## config.mk

```make
export PLATFORM = sky130hd
export DESIGN_NAME = seq_comparator
export DESIGN_NICKNAME = d
export VERILOG_FILES = /design/src/rtl/seq_comparator.sv
export SDC_FILE = /design/constraint.sdc
export NUM_CORES = 1
export LEC_CHECK = 0
export BUFFER_PORTS_ARGS = -buffer_cell sky130_fd_sc_hd__clkbuf_2
export CAP_MARGIN = 20
export CORE_ASPECT_RATIO = 1.75
export CORE_MARGIN = 4
export CORE_UTILIZATION = 45
export DETAILED_ROUTE_END_ITERATION = 7
export PLACE_DENSITY = 0.7
export SLEW_MARGIN = 20
export SYNTH_ARGS = -nofsm -noshare
export SYNTH_HDL_FRONTEND = slang
export SYNTH_SLANG_ARGS = --single-unit
```

## constraint.sdc

```tcl
create_clock -name clk -period 2.3 [get_ports clk]
set_input_delay 0.345 -clock clk [delete_from_list [all_inputs] [get_ports clk]]
set_output_delay 0.345 -clock clk [all_outputs]
set_load 0.1 [all_outputs]
```

## src/rtl/seq_comparator.sv

```systemverilog
// Multi-cycle magnitude comparator: examines operands CHUNK bits per cycle, MSB-first,
// and stops at the first differing slice. Supports unsigned and two's-complement modes.
module seq_comparator #(
   parameter int WIDTH = 32,
   parameter int CHUNK = 8
) (
   input  logic             clk,
   input  logic             rst_n,
   input  logic             start,
   input  logic             signed_mode,
   input  logic [WIDTH-1:0] ain,
   input  logic [WIDTH-1:0] bin,
   output logic             busy,
   output logic             done,
   output logic             greater,
   output logic             less,
   output logic             equal
);

   localparam int NCHUNK = WIDTH / CHUNK;
   localparam int IW     = (NCHUNK > 1) ? $clog2(NCHUNK) : 1;
   localparam logic [IW-1:0] LAST = IW'(NCHUNK - 1);

   typedef enum logic [1:0] {IDLE, COMPARE, DONE} state_t;

   state_t           state_q, state_d;
   logic [WIDTH-1:0] a_q, a_d, b_q, b_d;
   logic             sm_q, sm_d;
   logic [IW-1:0]    idx_q, idx_d;
   logic             gt_q, gt_d, lt_q, lt_d, eq_q, eq_d;
   logic [CHUNK-1:0] a_top, b_top;

   // Operands shift left after each equal slice, so the slice under test is always the top one.
   always_comb begin
      // NOTE: every variable gets a default before any branch, so no path leaves it unassigned and no latch is inferred.
      state_d = state_q;
      a_d     = a_q;
      b_d     = b_q;
      sm_d    = sm_q;
      idx_d   = idx_q;
      gt_d    = gt_q;
      lt_d    = lt_q;
      eq_d    = eq_q;
      a_top   = a_q[WIDTH-1 -: CHUNK];
      b_top   = b_q[WIDTH-1 -: CHUNK];

      // Flipping the sign bits maps two's-complement order onto unsigned order.
      if (sm_q && (idx_q == LAST)) begin
         a_top[CHUNK-1] = ~a_top[CHUNK-1];
         b_top[CHUNK-1] = ~b_top[CHUNK-1];
      end

      unique case (state_q)
         IDLE, DONE: begin
            state_d = IDLE;
            if (start) begin
               state_d = COMPARE;
               a_d     = ain;
               b_d     = bin;
               sm_d    = signed_mode;
               idx_d   = LAST;
               gt_d    = 1'b0;
               lt_d    = 1'b0;
               eq_d    = 1'b0;
            end
         end
         COMPARE: begin
            if (a_top > b_top) begin
               gt_d    = 1'b1;
               state_d = DONE;
            end else if (a_top < b_top) begin
               lt_d    = 1'b1;
               state_d = DONE;
            end else if (idx_q == '0) begin
               eq_d    = 1'b1;
               state_d = DONE;
            end else begin
               idx_d = idx_q - IW'(1);
               a_d   = a_q << CHUNK;
               b_d   = b_q << CHUNK;
            end
         end
         default: state_d = IDLE;
      endcase
   end

   // NOTE: sequential state uses non-blocking assignments so every flop samples pre-edge values.
   always_ff @(posedge clk or negedge rst_n) begin
      if (!rst_n) begin
         // NOTE: operand registers are plain flops, not memory, so clearing them on reset is cheap and keeps the state deterministic.
         state_q <= IDLE;
         a_q     <= '0;
         b_q     <= '0;
         sm_q    <= 1'b0;
         idx_q   <= LAST;
         gt_q    <= 1'b0;
         lt_q    <= 1'b0;
         eq_q    <= 1'b0;
      end else begin
         state_q <= state_d;
         a_q     <= a_d;
         b_q     <= b_d;
         sm_q    <= sm_d;
         idx_q   <= idx_d;
         gt_q    <= gt_d;
         lt_q    <= lt_d;
         eq_q    <= eq_d;
      end
   end

   assign busy    = (state_q == COMPARE);
   assign done    = (state_q == DONE);
   assign greater = gt_q;
   assign less    = lt_q;
   assign equal   = eq_q;

endmodule

```

==> metrics.yaml <==
run_status:
  status: "finished, final reports clean"
route:
  drtPass1Iterations: 4
  vias: 2712
  drc_errors: 0
  antenna_left: 0
  viasPerCell: 5.04
  drt_first_iter_violations: 138
  wl_per_cell_um: 14.9
  wl_mm: 8.03
die:
  start_util: 0.468
  coreArea_um2: 7670
  die_w_um: 75.5
  row_count: 42
  ios: 73
  die_h_um: 126
  die-area_um2: 9520
sta:
  hold_viol: 0
  period_share: 0.972
  setup_violations: 0
  max_slew_margin: 0.515
  fmax_ghz: 0.447
  period_needed_ns: 2.24
  clock_skew_ns: 0.00480
  worst_slew_pin_slew_ns: 0.727
  worst_hold_slack_ns: 0.0272
  slew_violations: 0
worst_setup_path:
  critical_path_class: "register to register"
  end_kind: "register"
  r2r-start: "b_q[25]"
  cp.arrival_ns: 2.44
  required_ns: 2.51
  regToRegSetupSlack_ns: 0.06
  r2r_cells: 9
  reg2reg_to: "b_q[13]"
  crit_path_max_fanout: 28
  start_kind: "register"
final_layout:
  drive_gt1_frac: 0.324
  final_nets: 522
  antenna_cells: 0
  fin_util: 0.570
  fillCellCount: 693
  fin_area_um2: 4370
  syn2layout_area_growth_pct: 21.9
yosys:
  synth_area_leaders: "dfrtp_1, nand2_1, mux2_2"
  synth_top_area_frac: 0.488
  syn-instance-count: 374
  syn_nets: 451
  netlist_area_um2: 3590
  yosys_warnings: 0
  synth_cell_type_count: 33
  yosys.area.top_type: "dfrtp_1"
  synth-async-reset-ratio: 1.00
  synth_seq_cells: 72
  synth-edff-count: 0
  ys_seq_area_frac: 0.503
  syn_avg_cell_area_um2: 9.59
  synth_flop_cell: "dfrtp_1"
global_routing:
  grt_max_degree: 44
  grt_pass1_wl_mm: 13.2
  gr-usage-all-layers: 0.184
  antenna_found_initial: 0
  grt_pass1_vias: 2887
  grt_overflow_total: 0
clocking:
  cts.clk_slew.worst_paths_ns: 0.05
  cts_max_level: 3
  cts_root_buffer: "clkbuf_16"
  cts_tree: "built"
  cts.sinks: 72
  insertion_delay_ns: 0.33
  cts_made_buffers: 9
  cts.path.max_buffers: 2
  post_cts.repair.setup_buffers: 0
placed_design:
  place_congestion: 0.854
  placed_cell_area_um2: 4070
  dp_hpwl_mm: 5.89
  portBuffers: 72
hold_path:
  min_path_type: "primary input to async pin"
power:
  p_leak_nw: 2.26
  p_per_area_nw_per_um2: 881
  peakVddDrop_v: 0.000574
run:
  maxCapViolCount: 0
cell usage in the layout, fill, tap and decap left out, drive strengths merged:
master    n
o211ai    1
nand4b    2
a32o      2
ha        9
and3      1
o21ai    18
nand2b    2
mux2     41
clkinv    3
dfrtp    70
a31o      1
a21oi     5
nand3b    1
inv      11
a311oi    1
nor2b     4
dfstp     2
buf      11
nand4     2
mux2i    15
clkbuf   83
xnor2     1
nor2      3
nand2   160
or2       1
cells in the mapped netlist (2+ instances only):
cell type / n
nand4_1: 2
inv_1: 10
clkbuf_1: 13
dfstp_2: 2
ha_1: 9
nand2_1: 160
buf_2: 2
mux2i_1: 15
buf_4: 3
a21oi_1: 5
nand2b_1: 2
a32o_1: 2
nor2b_1: 4
mux2_2: 39
nor2_1: 2
o21ai_0: 17
dfrtp_1: 70
mux2_4: 2
metrics by stage:
stage	std cells	setup WS [ns]	power (mW)	TNS, ns
finish	538	0.0643	3.86	0
global route	538	-0.0157	4.06	-0.146
CTS	538	0.0448	3.87	0
detailed placement	522	0.0981	2.55	0
global placement	522	0.180	2.50	0
floorplan	374	0.159	2.27	0
repair_timing:
item | 4_1_cts | 5_1_grt
hold buffers | 0 | 0
endpoints found under the setup margin | 0 | 43
resized for setup | 0 | 3
cell type report:
class                           instances  area, um^2  area share
Sequential cell                        72        1800       0.412
Multi-Input combinational cell        270        1650       0.378
Timing Repair Buffer                   81         480       0.110
Clock buffer                           13         270      0.0618
Tap cell                               88         110      0.0252
Inverter                               11        41.3     0.00944
Clock inverter                          3        15.0     0.00343
power breakdown:
part           switching, mW  internal (mW)
Sequential             0.135           1.51
Clock                  0.495          0.812
Combinational          0.508          0.394
Total                   1.14           2.72
flip-flops by register name, summed over array words and instances, names as in the netlist:
name	count
idx_q	2
a_q	32
sm_q	1
state_q	2
greater	1
equal	1
b_q	32
less	1
worst max-delay path, stage by stage (launching register included):
cell and delay [ns]:
dfrtp_1 0.36, inv_1 0.12, ha_4 0.22, nor2b_1 0.13, o211ai_1 0.19, a21oi_1 0.09, nand4b_4 0.23, a31o_4 0.31
buf_12 0.17, mux2_2 0.29
how the worst max path moves through the flow:
stage	cells past startpoint	to	from	slack, ns
3_5_place_dp	7	a_q[0]	b_q[30]	0.1
2_1_floorplan	9	a_q[18]	a_q[25]	0.16
5_1_grt	9	b_q[13]	b_q[25]	-0.02
6_report	9	b_q[13]	b_q[25]	0.06
3_3_place_gp	8	a_q[19]	a_q[25]	0.18
4_1_cts	6	a_q[0]	a_q[31]	0.04
cell families (layout without fill, tap and decap cells):
| family | Yosys count | after routing | synth area share |
|---|---|---|---|
| compound gates | 28 | 28 | 0.0471 |
| xor+xnor | 1 | 1 | 0.00244 |
| fa+ha+maj | 9 | 9 | 0.0314 |
| buf+inv | 32 | 108 | 0.0425 |
| flops | 72 | 72 | 0.503 |
| mux | 56 | 56 | 0.173 |
| simple gates | 176 | 176 | 0.201 |
routing by layer:
metal,track usage,vias up,part of all wire
met5,0,-,0
met4,0.0865,0,0.026
met3,0.0351,17,0.039
met2,0.309,50,0.53
met1,0.220,1279,0.40
li1,-,1366,-
No activity file was read; power rests on OpenSTA's default activity.
